--- src/rtl/core_ctrl_if.sv ---
// Host-side bundle for the attention-core instruction sequencer: pass control
// inputs plus the registered instruction word and status outputs.
interface core_ctrl_if #(
    parameter int ADDR_W = 4,
    parameter int INST_W = 2 * ADDR_W + 9
);
    logic              start;
    logic [ADDR_W:0]   q_cnt;
    logic [ADDR_W:0]   k_cnt;
    logic              readout_en;
    logic              fifo_valid;
    logic [INST_W-1:0] inst;
    logic              out_valid;
    logic              busy;
    logic              done;
    logic              err;

    modport master (
        output start, q_cnt, k_cnt, readout_en, fifo_valid,
        input  inst, out_valid, busy, done, err
    );

    modport slave (
        input  start, q_cnt, k_cnt, readout_en, fifo_valid,
        output inst, out_valid, busy, done, err
    );
endinterface

--- src/rtl/core_ctrl.sv ---
// Autonomous Q.K pass sequencer: K load, settle gap, Q execute, FIFO drain to
// psum memory and optional psum readout, emitting one registered inst per cycle.
module core_ctrl #(
    parameter int ADDR_W   = 4,
    parameter int GAP      = 10,
    parameter int DRAIN_TO = 64
) (
    input  logic        clk,
    input  logic        reset,
    core_ctrl_if.slave  ctrl
);
    localparam int INST_W = 2 * ADDR_W + 9;
    localparam int CW     = ADDR_W + 1;
    localparam int TW     = $clog2(((GAP > DRAIN_TO) ? GAP : DRAIN_TO) + 1);
    localparam logic [CW-1:0] DEPTH  = {1'b1, {ADDR_W{1'b0}}};
    localparam logic [TW-1:0] GAP_T  = TW'(GAP);
    localparam logic [TW-1:0] TO_T   = TW'(DRAIN_TO);

    typedef enum logic [2:0] {
        S_IDLE, S_KLOAD, S_GAP, S_EXEC, S_DRAIN, S_READOUT, S_DONE
    } state_t;

    state_t            state_q;
    logic [CW-1:0]     cnt_q;
    logic [TW-1:0]     tmr_q;
    logic [CW-1:0]     qn_q;
    logic [CW-1:0]     kn_q;
    logic              ro_q;
    logic [INST_W-1:0] inst_q;
    logic              ov_q;
    logic              busy_q;
    logic              done_q;
    logic              err_q;

    function automatic logic cnt_ok(input logic [CW-1:0] n);
        return (n != '0) && (n <= DEPTH);
    endfunction

    // Write-enable bits of qmem/kmem are hard-wired low.
    function automatic logic [INST_W-1:0] word(
        input logic              pop,
        input logic [ADDR_W-1:0] qk,
        input logic [ADDR_W-1:0] pm,
        input logic              ex,
        input logic              ld,
        input logic              qrd,
        input logic              krd,
        input logic              prd,
        input logic              pwr
    );
        return {pop, qk, pm, ex, ld, qrd, 1'b0, krd, 1'b0, prd, pwr};
    endfunction

    always_ff @(posedge clk) begin
        if (!reset) begin
            state_q <= S_IDLE;
            cnt_q   <= '0;
            tmr_q   <= '0;
            qn_q    <= '0;
            kn_q    <= '0;
            ro_q    <= 1'b0;
            inst_q  <= '0;
            ov_q    <= 1'b0;
            busy_q  <= 1'b0;
            done_q  <= 1'b0;
            err_q   <= 1'b0;
        end else begin
            inst_q <= '0;
            ov_q   <= 1'b0;
            done_q <= 1'b0;
            case (state_q)
                S_IDLE: begin
                    if (ctrl.start) begin
                        busy_q <= 1'b1;
                        cnt_q  <= '0;
                        tmr_q  <= '0;
                        qn_q   <= ctrl.q_cnt;
                        kn_q   <= ctrl.k_cnt;
                        ro_q   <= ctrl.readout_en;
                        if (cnt_ok(ctrl.q_cnt) && cnt_ok(ctrl.k_cnt)) begin
                            err_q   <= 1'b0;
                            state_q <= S_KLOAD;
                        end else begin
                            err_q   <= 1'b1;
                            state_q <= S_DONE;
                        end
                    end
                end
                // Read row i while loading the row read one cycle earlier.
                S_KLOAD: begin
                    inst_q <= word(1'b0, (cnt_q < kn_q) ? cnt_q[ADDR_W-1:0] : '0, '0,
                                   1'b0, cnt_q != '0, 1'b0, cnt_q < kn_q, 1'b0, 1'b0);
                    if (cnt_q == kn_q) begin
                        cnt_q   <= '0;
                        state_q <= S_GAP;
                    end else begin
                        cnt_q <= cnt_q + CW'(1);
                    end
                end
                S_GAP: begin
                    if (tmr_q + TW'(1) >= GAP_T) begin
                        tmr_q   <= '0;
                        state_q <= S_EXEC;
                    end else begin
                        tmr_q <= tmr_q + TW'(1);
                    end
                end
                S_EXEC: begin
                    inst_q <= word(1'b0, (cnt_q < qn_q) ? cnt_q[ADDR_W-1:0] : '0, '0,
                                   cnt_q != '0, 1'b0, cnt_q < qn_q, 1'b0, 1'b0, 1'b0);
                    if (cnt_q == qn_q) begin
                        cnt_q   <= '0;
                        tmr_q   <= '0;
                        state_q <= S_DRAIN;
                    end else begin
                        cnt_q <= cnt_q + CW'(1);
                    end
                end
                // Pop and psum write share one word; tmr_q counts idle cycles since last pop.
                S_DRAIN: begin
                    if (ctrl.fifo_valid) begin
                        inst_q <= word(1'b1, '0, cnt_q[ADDR_W-1:0],
                                       1'b0, 1'b0, 1'b0, 1'b0, 1'b0, 1'b1);
                        tmr_q  <= '0;
                        if (cnt_q + CW'(1) == qn_q) begin
                            cnt_q   <= '0;
                            state_q <= ro_q ? S_READOUT : S_DONE;
                        end else begin
                            cnt_q <= cnt_q + CW'(1);
                        end
                    end else begin
                        tmr_q <= tmr_q + TW'(1);
                        if (tmr_q + TW'(1) == TO_T) begin
                            err_q   <= 1'b1;
                            state_q <= S_DONE;
                        end
                    end
                end
                S_READOUT: begin
                    inst_q <= word(1'b0, '0, (cnt_q < qn_q) ? cnt_q[ADDR_W-1:0] : '0,
                                   1'b0, 1'b0, 1'b0, 1'b0, cnt_q < qn_q, 1'b0);
                    ov_q   <= (cnt_q != '0);
                    if (cnt_q == qn_q) begin
                        cnt_q   <= '0;
                        state_q <= S_DONE;
                    end else begin
                        cnt_q <= cnt_q + CW'(1);
                    end
                end
                S_DONE: begin
                    done_q  <= 1'b1;
                    busy_q  <= 1'b0;
                    state_q <= S_IDLE;
                end
                default: state_q <= S_IDLE;
            endcase
        end
    end

    assign ctrl.inst      = inst_q;
    assign ctrl.out_valid = ov_q;
    assign ctrl.busy      = busy_q;
    assign ctrl.done      = done_q;
    assign ctrl.err       = err_q;
endmodule
--- src/flat_wrapper.sv ---
// flat-port wrapper written by rule: the top's interface ports become plain ports
module core_ctrl_flat 
#(
    parameter int ADDR_W   = 4,
    parameter int GAP      = 10,
    parameter int DRAIN_TO = 64
)
  (clk, reset, ctrl_start, ctrl_q_cnt, ctrl_k_cnt, ctrl_readout_en, ctrl_fifo_valid, ctrl_inst, ctrl_out_valid, ctrl_busy, ctrl_done, ctrl_err);
  core_ctrl_if #(.ADDR_W(ADDR_W)) ctrl_i ();
  input  logic clk;
  input  logic reset;
  input wire logic [$bits(ctrl_i.start)-1:0] ctrl_start;
  input wire logic [$bits(ctrl_i.q_cnt)-1:0] ctrl_q_cnt;
  input wire logic [$bits(ctrl_i.k_cnt)-1:0] ctrl_k_cnt;
  input wire logic [$bits(ctrl_i.readout_en)-1:0] ctrl_readout_en;
  input wire logic [$bits(ctrl_i.fifo_valid)-1:0] ctrl_fifo_valid;
  output wire logic [$bits(ctrl_i.inst)-1:0] ctrl_inst;
  output wire logic [$bits(ctrl_i.out_valid)-1:0] ctrl_out_valid;
  output wire logic [$bits(ctrl_i.busy)-1:0] ctrl_busy;
  output wire logic [$bits(ctrl_i.done)-1:0] ctrl_done;
  output wire logic [$bits(ctrl_i.err)-1:0] ctrl_err;
  assign ctrl_i.start = ctrl_start;
  assign ctrl_i.q_cnt = ctrl_q_cnt;
  assign ctrl_i.k_cnt = ctrl_k_cnt;
  assign ctrl_i.readout_en = ctrl_readout_en;
  assign ctrl_i.fifo_valid = ctrl_fifo_valid;
  assign ctrl_inst = ctrl_i.inst;
  assign ctrl_out_valid = ctrl_i.out_valid;
  assign ctrl_busy = ctrl_i.busy;
  assign ctrl_done = ctrl_i.done;
  assign ctrl_err = ctrl_i.err;
  core_ctrl #(.ADDR_W(ADDR_W), .GAP(GAP), .DRAIN_TO(DRAIN_TO)) u_core (.clk(clk), .reset(reset), .ctrl(ctrl_i));
endmodule
--- config.mk ---
export PLATFORM = sky130hd
export DESIGN_NAME = core_ctrl_flat
export DESIGN_NICKNAME = d
export VERILOG_FILES = /design/src/rtl/core_ctrl_if.sv /design/src/rtl/core_ctrl.sv /design/src/flat_wrapper.sv
export SDC_FILE = /design/constraint.sdc
export NUM_CORES = 1
export LEC_CHECK = 0
export CELL_PAD_IN_SITES_DETAIL_PLACEMENT = 1
export CELL_PAD_IN_SITES_GLOBAL_PLACEMENT = 1
export CORE_MARGIN = 5
export CORE_UTILIZATION = 43
export DETAILED_ROUTE_END_ITERATION = 6
export PLACE_DENSITY_LB_ADDON = 0.1
export SLEW_MARGIN = 10
export SYNTH_ARGS = -nofsm -noshare
export SYNTH_HDL_FRONTEND = slang
export SYNTH_SLANG_ARGS = --single-unit
--- constraint.sdc ---
create_clock -name clk -period 3.9 [get_ports clk]
set_clock_uncertainty 0.15 [all_clocks]
set_input_delay 0.585 -clock clk [delete_from_list [all_inputs] [get_ports clk]]
set_output_delay 0.585 -clock clk [all_outputs]
set_load 0.01 [all_outputs]
# Word level (Yosys, flattened, before mapping)
# Index checks and enable logic that the tools add are counted.
word_totals:
  register_bits: 47
  input_bits: 15
  word_cells: 91
classes:
  addsub: 2
  magnitude_cmp: 5
  n_eq_ne: 20
  muxes: 34
  reduce_logical: 19
ops:
  columns: ["operator", "count"]
  rows:
  - ["$pmux W17 S4", 1]
  - ["$mux W7", 4]
  - ["$pmux W7 S4", 1]
  - ["$mux W3", 9]
  - ["$mux W5", 5]
  - ["$pmux W5 S4", 1]
  - ["$pmux W3 S6", 1]
  - ["$mux W17", 1]
  - ["$eq A5 B5 Y1", 3]
  - ["$reduce_bool A5 Y1", 3]
  - ["$le A5 B5 Y1 const B", 2]
  - ["$lt A5 B5 Y1", 2]
  - ["$ne A2 B1 Y1 const B", 5]
  - ["$eq A3 B3 Y1 const B", 3]
  - ["$mux W4", 2]
  - ["$reduce_bool A4 Y1", 2]
  - ["$add A7 B1 Y7 const B", 1]
  - ["$eq A7 B7 Y1 const B", 1]
  - ["$ge A7 B4 Y1 const B", 1]
  - ["$reduce_and A7 Y1", 1]
  - ["$eq A3 B2 Y1 const B", 2]
  - ["$mux W1", 6]
  - ["$ne A2 B2 Y1 const B", 3]
  - ["$ne A3 B2 Y1 const B", 2]
  - ["other kinds (11)", 18]

# Depth between registers and ports, before layout
# Gate-level depths: netlist of run 1.
depth:
  word_depth: 6
  depth_mapped: 8
  ltp_nobuf: 8

# Worst setup path before layout of run 1
# OpenSTA, ideal clock, no wires.
synth_path:
  kind: "register -> register"
  start: "register u_core.cnt_q[1]"
  end: "register u_core.cnt_q[0]"
  setup_ns: 0.121
  arrival_ns: 1.928
  slack_ns: 1.701
  stages_incl_launch_ff: 7
  n_path_buf: 0
  path_cell_list: "dfxtp_1 ha_1 nand3_4 or3_4 a2111oi_4 o21ai_2 mux2_2"
synth_via:
  elab_chain_cells: 5
  elab_cells_between_ends: 9
  classes_between: "add/sub: 1; eq/ne: 3; mux: 5"
synth_lines:
  columns: ["item", "line_no", "text"]
  rows:
  - ["start, declared", "core_ctrl.sv:24", "logic [CW-1:0] cnt_q;"]
  - ["start signal, assigned", "core_ctrl.sv:97", "cnt_q <= cnt_q + CW'(1);"]
  - ["start signal, assigned", "core_ctrl.sv:116", "cnt_q <= cnt_q + CW'(1);"]
  - ["start signal, assigned", "core_ctrl.sv:129", "cnt_q <= cnt_q + CW'(1);"]
  - ["$add A5 B1 Y5", "core_ctrl.sv:125", "if (cnt_q + CW'(1) == qn_q) begin"]
  - ["$eq A5 B5 Y1", "core_ctrl.sv:125", null]
  - ["$mux W5", "core_ctrl.sv:125", null]
  - ["$mux W5", "core_ctrl.sv:121", "if (ctrl.fifo_valid) begin"]
  - ["$pmux W5 S4 *", "core_ctrl.sv:71", "case (state_q)"]
# Mark *: on every way between the ends. The rest lies on a longest branch, timed or not. The select of a mux whose other input is x is not followed.
# A chain may end at the register's enable or synchronous reset.

# Final worst setup path of run 1
# Same ends and word-level chain as after synthesis.

==> impl_results.html, run 1 <==
<table>
<tr><th>Metric</th><th>Value</th></tr>
<tr><th colspan="2">CTS</th></tr>
<tr><td>Number of buffers created by CTS</td><td>5</td></tr>
<tr><td>Number of resized instances in the post-cts repair step</td><td>0</td></tr>
<tr><td>CTS root buf</td><td>sky130_fd_sc_hd__clkbuf_8</td></tr>
<tr><td>Clock slew seen by the registers of the worst setup and hold paths</td><td>90 ps</td></tr>
<tr><td>Number of buffers between clock root and the deepest sink</td><td>2</td></tr>
<tr><td>Number of H-tree levels</td><td>2</td></tr>
<tr><td>Setup repair bufs after CTS</td><td>0</td></tr>
<tr><td>Worst skew pair latency</td><td>about 300 ps</td></tr>
<tr><td>TritonCTS clock tree</td><td>done</td></tr>
<tr><td>Total clock sinks</td><td>44</td></tr>
<tr><td>Post-CTS Hold Fix Bufs</td><td>0</td></tr>
<tr><th colspan="2">Global route</th></tr>
<tr><td>Number of global-route vias before repair</td><td>~2,200</td></tr>
<tr><td>Residual overflow from global routing</td><td>0</td></tr>
<tr><td>Global-route total usage across every layer</td><td>18.7%</td></tr>
<tr><td>Largest net degree at the start of global routing</td><td>22</td></tr>
<tr><td>Antenna violations before repair</td><td>0</td></tr>
<tr><td>Wire length of the first global-routing pass</td><td>approximately 11,000 um</td></tr>
<tr><th colspan="2">Power</th></tr>
<tr><td>Total power</td><td>around 1.6 mW</td></tr>
<tr><td>Static leakage power</td><td>between 1 and 1.5 nW</td></tr>
<tr><td>Power density relative to cell area</td><td>approximately 550 nW/um2</td></tr>
<tr><td>Max IR drop VDD</td><td>about 0.25 mV</td></tr>
<tr><th colspan="2">Synthesis</th></tr>
<tr><td>Sequential element share of the synthesized area</td><td>between 30% and 40%</td></tr>
<tr><td>Mean area per synthesized cell</td><td>about 8.3 um2</td></tr>
<tr><td>Fraction of synthesis flops using an asynchronous set or reset pin</td><td>0%</td></tr>
<tr><td>Area of the mapped netlist</td><td>2460 um2</td></tr>
<tr><td>Post-synth EDFFs</td><td>0</td></tr>
<tr><td>Largest family of logic cells by synthesized area</td><td>simple AND/OR/NAND/NOR gates</td></tr>
<tr><td>Area share of the largest cell type after synthesis</td><td>a little over a third</td></tr>
<tr><td>Dominant cell type by area after synthesis</td><td>sky130_fd_sc_hd__dfxtp_1</td></tr>
<tr><td>Leading register cell type out of synthesis</td><td>sky130_fd_sc_hd__dfxtp_1</td></tr>
<tr><td>Share of cell area taken by muxes after synthesis</td><td>less than 1%</td></tr>
<tr><td>Area fraction in compound gates after synthesis</td><td>about 21%</td></tr>
<tr><td>Synth Area in XOR/XNOR</td><td>under 10%</td></tr>
<tr><td>Dominant cells by area after synthesis</td><td>sky130_fd_sc_hd__dfxtp_1, sky130_fd_sc_hd__ha_1, sky130_fd_sc_hd__nand2_1</td></tr>
<tr><td>Number of register bits inferred by synthesis</td><td>44</td></tr>
<tr><td>Gate count after technology mapping</td><td>295</td></tr>
<tr><td>Synth Area in Simple Gates</td><td>between 20% and 30%</td></tr>
<tr><td>Adder and majority gate portion of the synthesized area</td><td>7.12%</td></tr>
<tr><td>Number of warnings reported in the yosys synthesis log</td><td>0</td></tr>
<tr><td>Number of distinct library cell variants in the gate-level netlist after synthesis</td><td>57</td></tr>
<tr><th colspan="2">Place</th></tr>
<tr><td>Instance count after placement with tap cells included</td><td>just under 400</td></tr>
<tr><td>Minimum setup slack after placement</td><td>between 1000 and 1500 ps</td></tr>
<tr><td>Count of port buffers added during placement</td><td>33</td></tr>
<tr><td>Gp weighted congestion</td><td>0.837</td></tr>
<tr><td>Detailed-placement wirelength estimate</td><td>approximately 5000 um</td></tr>
<tr><th colspan="2">Layout</th></tr>
<tr><td>Total number of nets in the final design</td><td>349</td></tr>
<tr><td>Diodes inserted</td><td>0</td></tr>
<tr><td>Fin util</td><td>between 50% and 60%</td></tr>
<tr><td>Share of cells above drive strength 1</td><td>7.17%</td></tr>
<tr><td>Total area of multi-input combinational cells</td><td>1390 um2</td></tr>
<tr><td>Filler Cells Inserted</td><td>between 600 and 700</td></tr>
<tr><td>Sequential Area</td><td>just under 900 um2</td></tr>
<tr><td>Non-filler instance count after layout</td><td>393</td></tr>
<tr><td>Area growth from synthesis to layout</td><td>17.9%</td></tr>
<tr><th colspan="2">Job</th></tr>
<tr><td>Max-cap check violation count</td><td>0</td></tr>
<tr><th colspan="2">Min path</th></tr>
<tr><td>Class of the most critical hold timing path</td><td>flip-flop to flip-flop</td></tr>
<tr><td>Worst hold path startpoint</td><td>u_core.qn_q[3]</td></tr>
<tr><th colspan="2">Detailed routing</th></tr>
<tr><td>Number of DRC violations after detailed-routing iteration 0</td><td>approximately 130</td></tr>
<tr><td>Post-route antenna net violation count</td><td>0</td></tr>
<tr><td>Detailed-route DRC error count</td><td>0</td></tr>
<tr><td>Total via count in the routed design</td><td>2,207</td></tr>
<tr><td>Total Routed Length</td><td>about 6500 um</td></tr>
<tr><td>Routed length per placed instance</td><td>16.6 um</td></tr>
<tr><td>Number of iterations in the first detailed-routing pass</td><td>4</td></tr>
<tr><td>Via-per-instance ratio</td><td>between 5 and 6</td></tr>
<tr><th colspan="2">Critical path</th></tr>
<tr><td>Endpoint of the worst register-to-register path</td><td>u_core.cnt_q[0]</td></tr>
<tr><td>Data arrival at the endpoint of the critical path</td><td>roughly 2600 ps</td></tr>
<tr><td>Crit Reg-Reg Startpoint</td><td>u_core.cnt_q[1]</td></tr>
<tr><td>Cell at the slowest stage of the critical path</td><td>sky130_fd_sc_hd__a2111oi_4</td></tr>
<tr><td>Worst Reg2Reg Path Length in Cells</td><td>6</td></tr>
<tr><td>Origin of the worst setup path</td><td>u_core.cnt_q[1]</td></tr>
<tr><td>Worst EP required</td><td>approximately 4000 ps</td></tr>
<tr><td>Max stage delay on crit path</td><td>around 520 ps</td></tr>
<tr><td>Worst setup path category</td><td>flip-flop to flip-flop</td></tr>
<tr><td>Worst setup EP type</td><td>flip-flop</td></tr>
<tr><td>Critical path destination</td><td>u_core.cnt_q[0]</td></tr>
<tr><td>Register-to-Register Setup Slack</td><td>between 1000 and 1500 ps</td></tr>
<tr><td>Cell chain of the critical path</td><td>ha_1 -&gt; nand3_4 -&gt; or3_4 -&gt; a2111oi_4 -&gt; o21ai_2 -&gt; mux2_2</td></tr>
<tr><td>Largest fanout on the critical path</td><td>7</td></tr>
<tr><td>Nature of the critical path startpoint</td><td>flip-flop</td></tr>
<tr><th colspan="2">Floorplan</th></tr>
<tr><td>Rows</td><td>27</td></tr>
<tr><td>Floorplan die width</td><td>approximately 86 um</td></tr>
<tr><td>Full die area</td><td>between 7000 and 8000 um2</td></tr>
<tr><td>Initial core utilization</td><td>44.4%</td></tr>
<tr><td>Core outline area</td><td>around 5500 um2</td></tr>
<tr><td>Number of I/O pins</td><td>36</td></tr>
<tr><td>Die Ht</td><td>85.7 um</td></tr>
<tr><th colspan="2">Timing</th></tr>
<tr><td>Number of failing setup endpoints in the final timing report</td><td>0</td></tr>
<tr><td>RSZ-0062 raised after global routing</td><td>false</td></tr>
<tr><td>Final critical-path setup slack</td><td>1310 ps</td></tr>
<tr><td>Number of hold-slack violations in the final timing report</td><td>0</td></tr>
<tr><td>Setup TNS after final layout</td><td>0 ps</td></tr>
<tr><td>Worst relative slew slack</td><td>approximately 51%</td></tr>
<tr><td>Number of slew-limit violations in the final report</td><td>0</td></tr>
<tr><td>Max frequency</td><td>385 MHz</td></tr>
<tr><td>Slew of the pin with the lowest slew margin</td><td>approximately 730 ps</td></tr>
<tr><td>Fin crit period</td><td>2590 ps</td></tr>
<tr><td>Final period util</td><td>66.5%</td></tr>
<tr><th colspan="2">Outcome</th></tr>
<tr><td>Result of the run</td><td>completed</td></tr>
</table>
## metal layers
layer / global-route usage [%] / routed length (um)
met4: 5.32 / 106
met2: 32.2 / 3170
met5: 0 / 0
met3: 3.36 / 308
met1: 23.9 / 2940
## cells in the mapped netlist (2+ instances only)
cell type / instances
sky130_fd_sc_hd__a21oi_1: 16
sky130_fd_sc_hd__a22o_1: 2
sky130_fd_sc_hd__a22oi_1: 2
sky130_fd_sc_hd__a31oi_1: 6
sky130_fd_sc_hd__a32oi_1: 2
sky130_fd_sc_hd__and2_1: 2
sky130_fd_sc_hd__and3_1: 5
sky130_fd_sc_hd__buf_2: 4
sky130_fd_sc_hd__buf_4: 8
sky130_fd_sc_hd__buf_6: 2
sky130_fd_sc_hd__clkbuf_1: 5
sky130_fd_sc_hd__dfxtp_1: 44
sky130_fd_sc_hd__ha_1: 14
sky130_fd_sc_hd__inv_1: 20
sky130_fd_sc_hd__nand2_1: 39
sky130_fd_sc_hd__nand2b_1: 2
sky130_fd_sc_hd__nand3_1: 16
sky130_fd_sc_hd__nand4_1: 2
sky130_fd_sc_hd__nor2_1: 21
sky130_fd_sc_hd__nor2b_1: 9
sky130_fd_sc_hd__nor3_1: 5
sky130_fd_sc_hd__nor4_1: 7
sky130_fd_sc_hd__o211ai_1: 2
sky130_fd_sc_hd__o21a_1: 6
sky130_fd_sc_hd__o21ai_0: 9
sky130_fd_sc_hd__o2bb2ai_1: 2
sky130_fd_sc_hd__o41ai_1: 3
sky130_fd_sc_hd__or3_1: 3
sky130_fd_sc_hd__xnor2_1: 7
sky130_fd_sc_hd__xor2_1: 3
## worst max-delay path: cells and delay by family, from the launching register on
family	cells	cell delay (ps)
adder cells (fa/ha/maj)	1	390
flip-flops	1	480
AO/OA/AOI/OAI	2	690
AND/OR/NAND/NOR	2	490
multiplexers	1	290
## cells in the final DEF (no fill, tap or decap), types with 2 or more instances in the layout
cell type	synthesis	layout
sky130_fd_sc_hd__xor2_1	3	3
sky130_fd_sc_hd__nor2_1	21	21
sky130_fd_sc_hd__a32oi_1	2	2
sky130_fd_sc_hd__xnor2_1	7	7
sky130_fd_sc_hd__inv_1	20	20
sky130_fd_sc_hd__a31oi_1	6	6
sky130_fd_sc_hd__o211ai_1	2	2
sky130_fd_sc_hd__nand2b_1	2	2
sky130_fd_sc_hd__o21ai_0	9	9
sky130_fd_sc_hd__a22o_1	2	2
sky130_fd_sc_hd__a22oi_1	2	2
sky130_fd_sc_hd__nor3_1	5	5
sky130_fd_sc_hd__and3_1	5	5
sky130_fd_sc_hd__nand4_1	2	2
sky130_fd_sc_hd__nor2b_1	9	9
sky130_fd_sc_hd__o41ai_1	3	3
sky130_fd_sc_hd__or3_1	3	3
sky130_fd_sc_hd__o2bb2ai_1	2	2
sky130_fd_sc_hd__clkdlybuf4s50_1	0	33
sky130_fd_sc_hd__buf_4	8	3
sky130_fd_sc_hd__dfxtp_1	44	44
sky130_fd_sc_hd__clkbuf_8	0	5
sky130_fd_sc_hd__nor4_1	7	7
sky130_fd_sc_hd__a21oi_1	16	16
sky130_fd_sc_hd__nand2_1	39	39
sky130_fd_sc_hd__o21a_1	6	6
sky130_fd_sc_hd__conb_1	1	2
sky130_fd_sc_hd__ha_1	14	14
sky130_fd_sc_hd__nand3_1	16	16
sky130_fd_sc_hd__and2_1	2	2
## cell families after synthesis
| logic type | count (synthesis) |
|---|---|
| AOI/OAI and AO/OA | 68 |
| DFF | 44 |
| buffers and inverters | 39 |
| other | 1 |
| adders and majority gates | 14 |
| muxes | 1 |
| xor gates and xnor gates | 11 |
| and+or+nand+nor | 117 |
## sequential cells by signal, indices dropped and copies added, names as in the netlist, 3 cells and up
name,flops
u_core.qn_q,5
u_core.kn_q,5
u_core.state_q,3
u_core.ctrl.inst,14
u_core.tmr_q,7
u_core.cnt_q,5
## report_power, final
| part | internal [mW] | total, mW | leakage (nW) | switching [mW] |
|---|---|---|---|---|
| logic | 0.266 | 0.627 | 0.648 | 0.361 |
| registers | 0.508 | 0.611 | 0.357 | 0.103 |
| clock network | 0.193 | 0.362 | 0.0548 | 0.168 |
| total | 0.967 | 1.60 | 1.06 | 0.633 |
## metrics by stage
stage	cell area [um2]	hold WS, ps
final	2900	309
after global routing	2900	330
after CTS	2900	314
after detailed placement	2790	302
after global placement	2790	296
after floorplan	2460	286
## how the worst min path moves through the flow
stage / to / slack [ps] / cells past startpoint
finish: u_core.qn_q[3] / 310 / 2
global route: u_core.kn_q[2] / 330 / 2
CTS: u_core.kn_q[2] / 310 / 2
detailed placement: u_core.kn_q[2] / 300 / 2
global placement: u_core.kn_q[1] / 300 / 2
floorplan: u_core.kn_q[1] / 290 / 2
## area by class of cell
cell class / instances / share of cell area [%]
Multi-Input combinational cell: 213 / 47.8
Sequential cell: 44 / 30.4
Timing Repair Buffer: 36 / 12.2
Tap cell: 72 / 3.10
Inverter: 20 / 2.59
Clock buffer: 5 / 2.37
Clock inverter: 3 / 1.60
Power figures use the tool's default switching activity.
==> run 2: changes to the inputs <==
Settings changed: CORE_UTILIZATION 43 to 36.
Clock period 3.9 ns to 2.2 ns, I/O delays scaled along.
==> impl_results.html, run 2 (synthesized netlist as in run 1, its figures left out) <==
<table>
<tr><th>Metric</th><th>Value</th></tr>
<tr><th colspan="2">Detailed routing</th></tr>
<tr><td>Total Routed Length</td><td>7660 um (was 6520 um)</td></tr>
<tr><td>Total via count in the routed design</td><td>2,422 (was 2,207)</td></tr>
<tr><td>Post-route antenna net violation count</td><td>0 (unchanged)</td></tr>
<tr><td>Routed length per placed instance</td><td>16.9 um (was 16.6 um)</td></tr>
<tr><td>Via-per-instance ratio</td><td>5.36 (was 5.62)</td></tr>
<tr><td>Number of DRC violations after detailed-routing iteration 0</td><td>101 (was 128)</td></tr>
<tr><td>Detailed-route DRC error count</td><td>0 (unchanged)</td></tr>
<tr><td>Number of iterations in the first detailed-routing pass</td><td>4 (unchanged)</td></tr>
<tr><th colspan="2">Power</th></tr>
<tr><td>Share of power burned in the clock network</td><td>21.0% (was 22.6%)</td></tr>
<tr><td>Combinational cell fraction of total power</td><td>50.4% (was 39.2%)</td></tr>
<tr><td>Total internal power</td><td>2.16 mW (was 967 uW)</td></tr>
<tr><td>Power density relative to cell area</td><td>993 nW/um2 (was 551 nW/um2)</td></tr>
<tr><td>Static leakage power</td><td>1.38 nW (was 1.06 nW)</td></tr>
<tr><td>Sequential share of power</td><td>28.6% (was 38.2%)</td></tr>
<tr><td>Share of total power consumed by net switching</td><td>38.1% (was 39.6%)</td></tr>
<tr><td>Switching pwr</td><td>1.33 mW (was 633 uW)</td></tr>
<tr><td>Max IR drop VDD</td><td>0.481 mV (was 0.255 mV)</td></tr>
<tr><th colspan="2">CTS</th></tr>
<tr><td>Post-CTS Hold Fix Bufs</td><td>0 (unchanged)</td></tr>
<tr><td>Worst skew pair latency</td><td>300 ps (about the same)</td></tr>
<tr><td>Number of buffers created by CTS</td><td>5 (unchanged)</td></tr>
<tr><td>Clock slew seen by the registers of the worst setup and hold paths</td><td>80 ps (was 90 ps)</td></tr>
<tr><td>Total clock sinks</td><td>44 (unchanged)</td></tr>
<tr><td>Number of H-tree levels</td><td>2 (unchanged)</td></tr>
<tr><td>TritonCTS clock tree</td><td>done (unchanged)</td></tr>
<tr><td>CTS root buf</td><td>sky130_fd_sc_hd__clkbuf_8 (unchanged)</td></tr>
<tr><td>Number of buffers between clock root and the deepest sink</td><td>2 (unchanged)</td></tr>
<tr><th colspan="2">Layout</th></tr>
<tr><td>Total area of multi-input combinational cells</td><td>1540 um2 (was 1390 um2)</td></tr>
<tr><td>Most common cell after layout, fill and taps aside</td><td>sky130_fd_sc_hd__buf_4 (was sky130_fd_sc_hd__dfxtp_1)</td></tr>
<tr><td>Sequential Area</td><td>900 um2 (was 881 um2)</td></tr>
<tr><td>Non-filler instance count after layout</td><td>452 (was 393)</td></tr>
<tr><td>Commonest cells after routing, fill and taps aside</td><td>sky130_fd_sc_hd__buf_4, sky130_fd_sc_hd__nand2_1, sky130_fd_sc_hd__dfxtp_1 (was sky130_fd_sc_hd__dfxtp_1, sky130_fd_sc_hd__nand2_1, sky130_fd_sc_hd__clkdlybuf4s50_1)</td></tr>
<tr><td>Area growth from synthesis to layout</td><td>42.7% (was 17.9%)</td></tr>
<tr><td>Diodes inserted</td><td>0 (unchanged)</td></tr>
<tr><td>Total number of nets in the final design</td><td>401 (was 349)</td></tr>
<tr><td>Cell area after layout</td><td>3510 um2 (was 2900 um2)</td></tr>
<tr><td>Share of cells above drive strength 1</td><td>28.0% (was 7.17%)</td></tr>
<tr><td>Filler Cells Inserted</td><td>792 (was 696)</td></tr>
<tr><td>Flip-flop count of the largest register, all copies and words added</td><td>14 (unchanged)</td></tr>
<tr><td>Fin util</td><td>52.3% (was 52.4%)</td></tr>
<tr><th colspan="2">Timing</th></tr>
<tr><td>Max frequency</td><td>448 MHz (was 385 MHz)</td></tr>
<tr><td>Fin crit period</td><td>2230 ps (was 2590 ps)</td></tr>
<tr><td>Number of hold-slack violations in the final timing report</td><td>0 (unchanged)</td></tr>
<tr><td>Number of failing setup endpoints in the final timing report</td><td>1 (was 0)</td></tr>
<tr><td>Final period util</td><td>101% (was 66.5%)</td></tr>
<tr><td>RSZ-0062 raised after global routing</td><td>true (was false)</td></tr>
<tr><td>Final critical-path setup slack</td><td>-30.1 ps (was 1310 ps)</td></tr>
<tr><td>Number of slew-limit violations in the final report</td><td>0 (unchanged)</td></tr>
<tr><td>Worst hold margin</td><td>311 ps (was 309 ps)</td></tr>
<tr><td>Slew of the pin with the lowest slew margin</td><td>535 ps (was 725 ps)</td></tr>
<tr><td>Worst relative slew slack</td><td>64.3% (was 51.0%)</td></tr>
<tr><th colspan="2">Critical path</th></tr>
<tr><td>Nature of the critical path startpoint</td><td>flip-flop (unchanged)</td></tr>
<tr><td>Data arrival at the endpoint of the critical path</td><td>2270 ps (was 2640 ps)</td></tr>
<tr><td>Worst setup path category</td><td>flip-flop to flip-flop (unchanged)</td></tr>
<tr><td>Worst EP required</td><td>2240 ps (was 3940 ps)</td></tr>
<tr><td>Largest fanout on the critical path</td><td>5 (was 7)</td></tr>
<tr><td>Worst Reg2Reg Path Length in Cells</td><td>8 (was 6)</td></tr>
<tr><td>Worst setup EP type</td><td>flip-flop (unchanged)</td></tr>
<tr><th colspan="2">Floorplan</th></tr>
<tr><td>Rows</td><td>30 (was 27)</td></tr>
<tr><td>Floorplan die width</td><td>92.7 um (was 85.7 um)</td></tr>
<tr><td>Full die area</td><td>8590 um2 (was 7340 um2)</td></tr>
<tr><td>Initial core utilization</td><td>36.6% (was 44.4%)</td></tr>
<tr><td>Number of I/O pins</td><td>36 (unchanged)</td></tr>
<tr><td>Core outline area</td><td>6720 um2 (was 5540 um2)</td></tr>
<tr><td>Die Ht</td><td>92.7 um (was 85.7 um)</td></tr>
<tr><th colspan="2">Min path</th></tr>
<tr><td>Instance count along the most critical hold path</td><td>2 (unchanged)</td></tr>
<tr><td>Class of the most critical hold timing path</td><td>flip-flop to flip-flop (unchanged)</td></tr>
<tr><th colspan="2">Outcome</th></tr>
<tr><td>Result of the run</td><td>complete, but fails checks (was completed)</td></tr>
<tr><td>Failing checks</td><td>negative setup slack</td></tr>
<tr><th colspan="2">Global route</th></tr>
<tr><td>Global-route total usage across every layer</td><td>17.7% (was 18.7%)</td></tr>
<tr><td>Largest net degree at the start of global routing</td><td>22 (unchanged)</td></tr>
<tr><td>Antenna violations before repair</td><td>0 (unchanged)</td></tr>
<tr><td>Number of global-route vias before repair</td><td>2,375 (was 2,215)</td></tr>
<tr><td>Residual overflow from global routing</td><td>0 (unchanged)</td></tr>
<tr><td>Wire length of the first global-routing pass</td><td>12,200 um (was 10,900 um)</td></tr>
<tr><th colspan="2">Place</th></tr>
<tr><td>Instance count after placement with tap cells included</td><td>436 (was 385)</td></tr>
<tr><td>Detailed-placement wirelength estimate</td><td>5540 um (was 5030 um)</td></tr>
<tr><td>Gp weighted congestion</td><td>0.802 (was 0.837)</td></tr>
<tr><td>Post-place instance area</td><td>3130 um2 (was 2790 um2)</td></tr>
<tr><td>Count of port buffers added during placement</td><td>33 (unchanged)</td></tr>
<tr><th colspan="2">Job</th></tr>
<tr><td>Max-cap check violation count</td><td>0 (unchanged)</td></tr>
</table>
-- run 2: worst max-delay path, stage by stage, from the launching register on --
cell                        delay [ps]
sky130_fd_sc_hd__dfxtp_2           350
sky130_fd_sc_hd__buf_6             110
sky130_fd_sc_hd__ha_4              130
sky130_fd_sc_hd__nand3_4            60
sky130_fd_sc_hd__or3_4             380
sky130_fd_sc_hd__a2111oi_4         390
sky130_fd_sc_hd__buf_4             190
sky130_fd_sc_hd__o21ai_4            80
sky130_fd_sc_hd__mux2_4            280
-- run 2: per-layer routing --
layer / vias up / share of wire [%] / GRT usage, %
met5: - / 0 / 0
met3: 9 / 4.7 / 3.09
met2: 59 / 47 / 28.2
li1: 1191 / - / -
met4: 0 / 1.0 / 3.91
met1: 1163 / 47 / 25.0
-- run 2: worst paths after layout --
kind | start | endpoint | slack [ps]
worst min register to register | u_core.kn_q[1] | u_core.kn_q[1] | 310
worst max-delay path | u_core.cnt_q[0] | u_core.cnt_q[0] | -30
worst min-delay path | u_core.kn_q[1] | u_core.kn_q[1] | 310
worst max register to register | u_core.cnt_q[0] | u_core.cnt_q[0] | -30
-- run 2: timing repair --
item / CTS / global route
gates resized for setup: 18 / 29
setup endpoints to repair: 10 / 16
pin swaps: 7 / 15
buffers inserted: 3 / 6
-- run 2: layout make-up --
class / count / share of cell area [%]
Multi-Input combinational cell: 213 / 43.9
Sequential cell: 44 / 25.6
Timing Repair Buffer: 88 / 21.8
Tap cell: 80 / 2.85
Inverter: 20 / 2.14
Clock buffer: 5 / 1.96
Clock inverter: 2 / 1.71
-- run 2: metrics by stage --
stage	total power, mW	worst slack, ps	setup TNS (ps)
floorplan	1.90	1.07	0
CTS	3.28	1.09	0
finish	3.49	-30.1	-30.1
global route	3.70	-83.2	-235
detailed placement	2.47	-206	-1150
global placement	2.45	-117	-549
-- run 2: power groups by stage --
stage | Sequential (mW) | Clock, mW | Combinational [mW]
3_5_place_dp | 1.00 | 0 | 1.47
2_1_floorplan | 1.00 | 0 | 0.898
4_1_cts | 0.986 | 0.746 | 1.55
5_1_grt | 1.01 | 0.784 | 1.91
3_3_place_gp | 0.998 | 0 | 1.45
6_report | 0.997 | 0.734 | 1.76
